## src/rtl/crypto1_key_collector.sv

```systemverilog
// rtl/crypto1_key_collector.sv - round-robin Crypto1 candidate collector, key FIFO and KEY_CLK serializer
// Optional macro KEY_DEDUP_EN: drop a granted candidate equal to the last accepted key.
module crypto1_key_collector #(
  parameter int NCORES     = 16,
  parameter int FIFO_DEPTH = 4
) (
  input  logic                   CLK,
  input  logic                   RESETn,
  input  logic [NCORES-1:0]      CAND_VALID,
  input  logic [48*NCORES-1:0]   CAND_KEY,
  output logic [NCORES-1:0]      CAND_READY,
  input  logic [NCORES-1:0]      CORE_DONE,
  input  logic                   KEY_CLK,
  output logic                   KEY_DATA,
  output logic                   KEY_VALID,
  output logic                   ALL_DONE,
  output logic [15:0]            KEY_COUNT
);

  localparam int PW = $clog2(NCORES);
  localparam int AW = $clog2(FIFO_DEPTH);
  localparam int CW = AW + 1;
  localparam int KW = $clog2(48 * NCORES);

  typedef enum logic {S_IDLE, S_SHIFT} state_t;

  state_t        state_q, state_d;
  logic [PW-1:0] ptr_q, ptr_d;
  logic [47:0]   mem_q [FIFO_DEPTH];
  logic [AW-1:0] wp_q, wp_d, rp_q, rp_d;
  logic [CW-1:0] cnt_q, cnt_d;
  logic [47:0]   sh_q, sh_d;
  logic [5:0]    bitcnt_q, bitcnt_d;
  logic          ks1_q, ks2_q, ks3_q;
  logic          done_q, done_d;
  logic [15:0]   kcnt_q, kcnt_d;

  logic          fifo_full, fifo_empty, krise, pop, wr_en, gnt_any;
  logic [PW-1:0] gnt_idx;
  logic [PW:0]   cand;
  logic [KW-1:0] key_base;
  logic [47:0]   gnt_key;

  assign fifo_full  = (cnt_q == CW'(FIFO_DEPTH));
  assign fifo_empty = (cnt_q == '0);
  assign krise      = ks2_q & ~ks3_q;

  // First requesting core at or after ptr_q, wrapping modulo NCORES
  always_comb begin
    gnt_any = 1'b0;
    gnt_idx = '0;
    cand    = '0;
    for (int k = 0; k < NCORES; k++) begin
      cand = {1'b0, ptr_q} + (PW+1)'(k);
      if (cand >= (PW+1)'(NCORES)) cand = cand - (PW+1)'(NCORES);
      if (!gnt_any && !fifo_full && CAND_VALID[cand[PW-1:0]]) begin
        gnt_any = 1'b1;
        gnt_idx = cand[PW-1:0];
      end
    end
  end

  always_comb begin
    CAND_READY = '0;
    if (gnt_any) CAND_READY[gnt_idx] = 1'b1;
  end

  assign key_base = KW'(gnt_idx) * KW'(48);
  assign gnt_key  = CAND_KEY[key_base +: 48];

  always_comb begin
    ptr_d = ptr_q;
    if (gnt_any) ptr_d = (gnt_idx == PW'(NCORES - 1)) ? '0 : gnt_idx + 1'b1;
  end

`ifdef KEY_DEDUP_EN
  logic [47:0] last_q, last_d;
  logic        last_v_q, last_v_d;

  always_comb begin
    last_d   = last_q;
    last_v_d = last_v_q;
    if (gnt_any) begin
      last_d   = gnt_key;
      last_v_d = 1'b1;
    end
  end

  // A repeated key is still consumed from the core, just not buffered
  assign wr_en = gnt_any & ~(last_v_q & (last_q == gnt_key));

  always_ff @(posedge CLK) begin
    if (!RESETn) begin
      last_q   <= '0;
      last_v_q <= 1'b0;
    end else begin
      last_q   <= last_d;
      last_v_q <= last_v_d;
    end
  end
`else
  assign wr_en = gnt_any;
`endif

  // Serializer next state; a pop at bitcnt 0 reloads without leaving SHIFT
  always_comb begin
    state_d  = state_q;
    sh_d     = sh_q;
    bitcnt_d = bitcnt_q;
    pop      = 1'b0;
    case (state_q)
      S_IDLE: begin
        if (!fifo_empty) begin
          pop      = 1'b1;
          sh_d     = mem_q[rp_q];
          bitcnt_d = 6'd47;
          state_d  = S_SHIFT;
        end
      end
      S_SHIFT: begin
        if (krise) begin
          if (bitcnt_q != 6'd0) begin
            sh_d     = {sh_q[46:0], 1'b0};
            bitcnt_d = bitcnt_q - 6'd1;
          end else if (!fifo_empty) begin
            pop      = 1'b1;
            sh_d     = mem_q[rp_q];
            bitcnt_d = 6'd47;
          end else begin
            state_d = S_IDLE;
          end
        end
      end
      default: state_d = S_IDLE;
    endcase
  end

  always_comb begin
    KEY_VALID = (state_q == S_SHIFT);
    KEY_DATA  = (state_q == S_SHIFT) & sh_q[47];
  end

  always_comb begin
    wp_d   = wr_en ? wp_q + 1'b1 : wp_q;
    rp_d   = pop ? rp_q + 1'b1 : rp_q;
    cnt_d  = cnt_q + CW'(wr_en) - CW'(pop);
    kcnt_d = (wr_en && kcnt_q != 16'hFFFF) ? kcnt_q + 16'd1 : kcnt_q;
    done_d = done_q | (&CORE_DONE & ~|CAND_VALID & fifo_empty & (state_q == S_IDLE));
  end

  always_ff @(posedge CLK) begin
    if (!RESETn) state_q <= S_IDLE;
    else         state_q <= state_d;
  end

  always_ff @(posedge CLK) begin
    if (!RESETn) begin
      ptr_q    <= '0;
      wp_q     <= '0;
      rp_q     <= '0;
      cnt_q    <= '0;
      sh_q     <= '0;
      bitcnt_q <= '0;
      ks1_q    <= 1'b0;
      ks2_q    <= 1'b0;
      ks3_q    <= 1'b0;
      done_q   <= 1'b0;
      kcnt_q   <= '0;
    end else begin
      ptr_q    <= ptr_d;
      wp_q     <= wp_d;
      rp_q     <= rp_d;
      cnt_q    <= cnt_d;
      sh_q     <= sh_d;
      bitcnt_q <= bitcnt_d;
      ks1_q    <= KEY_CLK;
      ks2_q    <= ks1_q;
      ks3_q    <= ks2_q;
      done_q   <= done_d;
      kcnt_q   <= kcnt_d;
    end
  end

  always_ff @(posedge CLK) begin
    if (wr_en) mem_q[wp_q] <= gnt_key;
  end

  assign ALL_DONE  = done_q;
  assign KEY_COUNT = kcnt_q;

endmodule
```

## config.mk

```make
export PLATFORM = sky130hd
export DESIGN_NAME = crypto1_key_collector
export DESIGN_NICKNAME = d
export VERILOG_FILES = /design/src/rtl/crypto1_key_collector.sv
export SDC_FILE = /design/constraint.sdc
export NUM_CORES = 1
export LEC_CHECK = 0
export BUFFER_PORTS_ARGS = -buffer_cell sky130_fd_sc_hd__buf_4
export CORE_AREA = 2 2 324 326
export CTS_CLUSTER_DIAMETER = 30
export CTS_CLUSTER_SIZE = 14
export DETAILED_ROUTE_END_ITERATION = 10
export DIE_AREA = 0 0 326 328
export MAX_ROUTING_LAYER = met4
export PLACE_DENSITY_LB_ADDON = 0.25
export SLEW_MARGIN = 20
export SYNTH_ARGS = -nofsm -noshare
export SYNTH_HDL_FRONTEND = slang
export SYNTH_SLANG_ARGS = --single-unit
```

## constraint.sdc

```tcl
create_clock -name CLK -period 9.5 [get_ports CLK]
set_input_delay 0.475 -clock CLK [delete_from_list [all_inputs] [get_ports CLK]]
set_output_delay 0.475 -clock CLK [all_outputs]
set_load 0.03 [all_outputs]
```

Word level (Yosys, flattened, before mapping). Memories as Yosys holds them, arrays and structs flattened. A register that Yosys moved wholly into a read port is not among the register bits. Index checks and enable logic that the tools add are counted.

$add $sub $neg: 38. Multipliers: 1. Magnitude comparators: 34. Eq/ne operators: 4. Shift operators: 1. Mux-type cells: 103. Bitwise logic cells: 8. Reduce and logical (&&, ||, !) cells: 54.

Operators by type and width (number): $shiftx A768 B11 Y48 (1); $mux W48 (3); $mux W4 (33); $pmux W48 S2 (1); $lt A4 B5 Y1 const B (17); $ge A5 B5 Y1 const B (15); $bmux W1 S4 (16); $sub A4 B1 Y4 const B (16); $add A4 B4 Y5 const B (8); $mux W1 (40); $logic_and A1 B1 Y1 (33); $add A4 B3 Y5 const B (4); $mux W6 (3); $logic_not A1 Y1 (17); $add A16 B1 Y16 const B (1); $mux W16 (1); $ne A16 B16 Y1 const B (1); $reduce_and A16 Y1 (1); $reduce_or A16 Y1 (1); $pmux W6 S2 (1); $add A4 B2 Y5 const B (2); $mul A4 B2 Y6 const B (1); $reduce_bool A6 Y1 (1); $sub A6 B1 Y6 const B (1); 17 further kinds (25).

Flip-flop bits (word level): 86. Bits in writable memories: 192. Bits of input ports: 803. Word-level logic and storage cells: 256. Memories: 1.

Memories: mem_q (words 4, width 48, read ports 1, clocked after memory_dff 1, write ports 1, line 29) `logic [47:0] mem_q [FIFO_DEPTH];`.

Depth between registers and ports, before layout.
Depth after elaboration: 71. Depth in mapped cells: 25. Gate-level depth less buffers: 18.

Worst setup path before layout. Ideal clock, no wire load.

Path type: flip-flop to output port. Start point: reg ptr_q[1]. End point: out CAND_READY[11]. Data arrival time: 5560 ps. Data required time: 9025 ps. Path slack: 3465 ps. Cell stages (with the launch flop): 21. Path buffers: 7. Cell sequence: dfxtp_1 clkbuf_1 clkinv_1 ha_1 buf_2 buf_6 mux2_2 mux4_2 mux2i_1 nor2_1 a211o_1 or2_1 clkbuf_2 or4_1 a32oi_2 buf_4 buf_2 buf_2 ha_1 nand2_1 nor2_1.

Word-level cells in the longest chain between the ends: 71. Elaborated cells on any way between the ends: 179. Classes of those cells: 31 x add/sub; 18 x order compare; 83 x mux; 47 x reduce/logical.

RTL lines: start: declaration (line 28) `logic [PW-1:0] ptr_q, ptr_d;`; start signal: assignment (line 170) `ptr_q <= ptr_d;`; branches (longest 70 deep; another with $add A4 B1 Y5); $mux W16 * (line 65) `if (gnt_any) CAND_READY[gnt_idx] = 1'b1;`; end: declaration (line 11) `output logic [NCORES-1:0] CAND_READY,`.

Mark *: on every way between the ends. The select of a mux whose other input is x is not followed.

Worst setup path after layout.
Start point: reg ptr_q[0]. End point: out CAND_READY[14].

Same word-level chain as after synthesis.

==> flow_summary.yaml <==
placement:
  io_buffers: 837
  gp_congestion: 0.937
  hpwl_mm: 95.3
sta:
  totalNegativeSetupSlack_ps: 0
  tightest_slew_ps: 1130
  maxSlewViolCount: 0
  fmax_mhz: 130
  setup-violations-final: 0
  holdWs_ps: 195
  worst_clock_skew_ps: 24.7
  finalHoldViolCount: 0
  rsz0062_at_grt: "no"
  period_share_pct: 81.1
  max_slew_margin_pct: 24.4
  fin_crit_ps: 7710
min_path:
  hold_end: "ks1_q"
  hp-start: "KEY_CLK"
  hold_path.class: "in2reg"
  holdPathStages: 2
cells_and_area:
  multi_input_area_um2: 11300
  fillers: 11200
  ff_latch_area_um2: 7530
  drive_gt1_share_pct: 34.3
  areaGrowthSynthToFinish_pct: 51.7
  nets: 4020
critical_path:
  r2r_slack_ps: 1800
  critPathCaptureType: "primary output"
  cp_cell_sequence: "buf_4 > clkinv_1 > ha_1 > buf_4 > mux4_2 > mux2_2 > mux2i_1 > nor2_1 > a211o_1 > or2_1 > or4_1 > a32oi_4 > inv_8 > buf_4 > ha_1 > nand2_1 > nor2_1 > buf_4"
  crit_slowest_cell: "ha_1"
  startpoint: "ptr_q[0]"
  worstSetupStartpointType: "flop"
  cp.required_ps: 9030
  slowest_delay_ps: 750
  r2r_cells: 18
  crit_top_cell: "buf_4"
  worst_ep_arrival_time_ps: 7230
  r2r_start: "ptr_q[0]"
  critPathMaxFanout: 82
  critical_path_class: "reg2out"
  r2r-end: "mem_q[0][31]"
synth:
  yosysSeqAreaShare_pct: 38.1
  synth_edf_count: 192
  synth_ff_type: "edfxtp_1"
  synth.distinct_cells: 77
  synth_commonest_cells: "709 x nand2_1, 410 x a21oi_1, 219 x o21ai_0"
  synthArstFlopShare_pct: 0
  synth.area.top_cells: "edfxtp_1 29%, nand2_1 13%, a21oi_1 10%, dfxtp_1 8.9%, mux4_2 7.4%"
  syn-num-nets: 3274
  yosys_warnings: 0
  synth_top_area_share_pct: 29.1
  synth_most_common_cell: "nand2_1"
  netlist.top_cell.by_area: "edfxtp_1"
  ys_seq_elements: 280
  syn-cell-area_um2: 19800
  avgSynthCellArea_um2: 8.07
  netlist_instances: 2451
cts:
  cts_tree: "built"
  clock_latency_ps: 610
  clock_path_buffers: 3
  clkSlewWorstSetupHoldPaths_ps: 40
  cts-htree-levels: 3
  cts_buffers: 73
  cts-resized-gates: 0
  cts.sinks: 280
  postCtsSetupRepairBufs: 0
  cts_hold_buf: 0
  clockRootBuffer: "clkbuf_16"
global_route:
  grt_pass1_vias: 22100
  grt_max_degree: 161
  track_usage_pct: 22.5
  grt_pass1_wl_mm: 168
  antenna_found_initial: 48
  overflow: 0
detailed_routing:
  postRouteAntennaNets: 0
  first_pass_iters: 5
  avgViaCountPerCell: 4.84
  wl_per_cell_um: 26.5
  via_count: 22600
  drcViolationCount: 0
  routed_wl_mm: 123
  drtIter0Drc: 2388
flow_run:
  maxCapViolations: 0
die:
  io_pins: 838
  die_area_um2: 107000
  fp.dieW_um: 326
  dieHeight_um: 328
  num_rows: 118
  coreArea_um2: 103000
  initial_core_util_pct: 19.2
run_status:
  outcome: "finished clean"
how the worst max path moves through the flow:
stage,slack [ps],end,depth (start not counted)
2_1_floorplan,3460,CAND_READY[11],20
3_3_place_gp,2080,mem_q[2][31],18
3_5_place_dp,2000,mem_q[0][38],18
4_1_cts,1840,CAND_READY[14],18
5_1_grt,1460,CAND_READY[10],17
6_report,1790,CAND_READY[14],18
cell usage in the layout, fill, tap and decap left out, types with 8 or more instances in the layout:
cell,instances
a21oi_1,409
a221oi_1,49
and2_1,11
and3_1,16
buf_4,876
bufinv_16,10
clkbuf_1,14
clkbuf_16,73
clkinv_1,12
clkinvlp_4,12
dfxtp_1,86
diode_2,29
edfxtp_1,192
ha_1,19
inv_1,15
mux2_2,25
mux2i_1,26
mux4_2,65
nand2_1,708
nand2b_1,11
nand3_1,20
nand4_1,8
nor2_1,55
nor3_1,18
nor4_1,8
o2111ai_1,47
o21ai_0,219
o21ai_1,39
o22ai_1,10
or3_1,52
xnor2_1,14
xor2_1,9
registers in the layout (all words and copies together), names as in the netlist, named ones only:
| name | cells |
|---|---|
| ALL_DONE | 1 |
| bitcnt_q | 6 |
| rp_q | 2 |
| ks1_q | 1 |
| KEY_COUNT | 16 |
| mem_q | 192 |
| ptr_q | 4 |
| cnt_q | 3 |
| ks2_q | 1 |
| sh_q | 48 |
| ks3_q | 1 |
| KEY_VALID | 1 |
| wp_q | 2 |
cell families after synthesis:
kind of cell | count (synthesis) | synth area share, %
simple gates | 942 | 20.0
compound gates | 836 | 24.1
flops | 280 | 38.1
buf+inv | 231 | 5.12
mux | 118 | 10.3
xor+xnor | 24 | 1.10
fa+ha+maj | 20 | 1.30
critical path: cells and delay by family (launching register included):
kind,cells,cell delay (ps)
adders and majority gates,2,1120
DFF,1,300
and+or+nand+nor,5,1260
AOI/OAI and AO/OA,2,1000
muxes,3,930
buffers and inverters,6,1950
cell type report:
cell class | instances | area share (%)
Antenna cell | 29 | 0.242
Clock buffer | 88 | 6.31
Clock inverter | 46 | 2.16
Inverter | 19 | 0.288
Multi-Input combinational cell | 1940 | 37.8
Sequential cell | 280 | 25.1
Tap cell | 1380 | 5.75
Timing Repair Buffer | 883 | 22.4
per-layer routing:
layer | track usage [%] | vias to the layer above | wire, µm
li1 | - | 10500 | -
met3 | 4.51 | 154 | 9340
met4 | 7.21 | 0 | 3430
met2 | 35.0 | 1089 | 57500
met1 | 29.2 | 10900 | 53200
met5 | - | - | 0
stage by stage:
stage / instances / util [%] / instance area [µm²] / setup slack [ps]
after floorplan: 2451 / - / 19800 / 3460
after global placement: 4502 / 26.5 / 27400 / 2080
after detailed placement: 4502 / 26.5 / 27400 / 2000
after CTS: 4636 / 29.0 / 29900 / 1840
after global routing: 4662 / 29.1 / 30000 / 1460
final: 4665 / 29.1 / 30000 / 1790
Power is left out: the tool's default activity adds up to more than one toggle a clock period on the data nets, which glitch-free logic cannot reach.
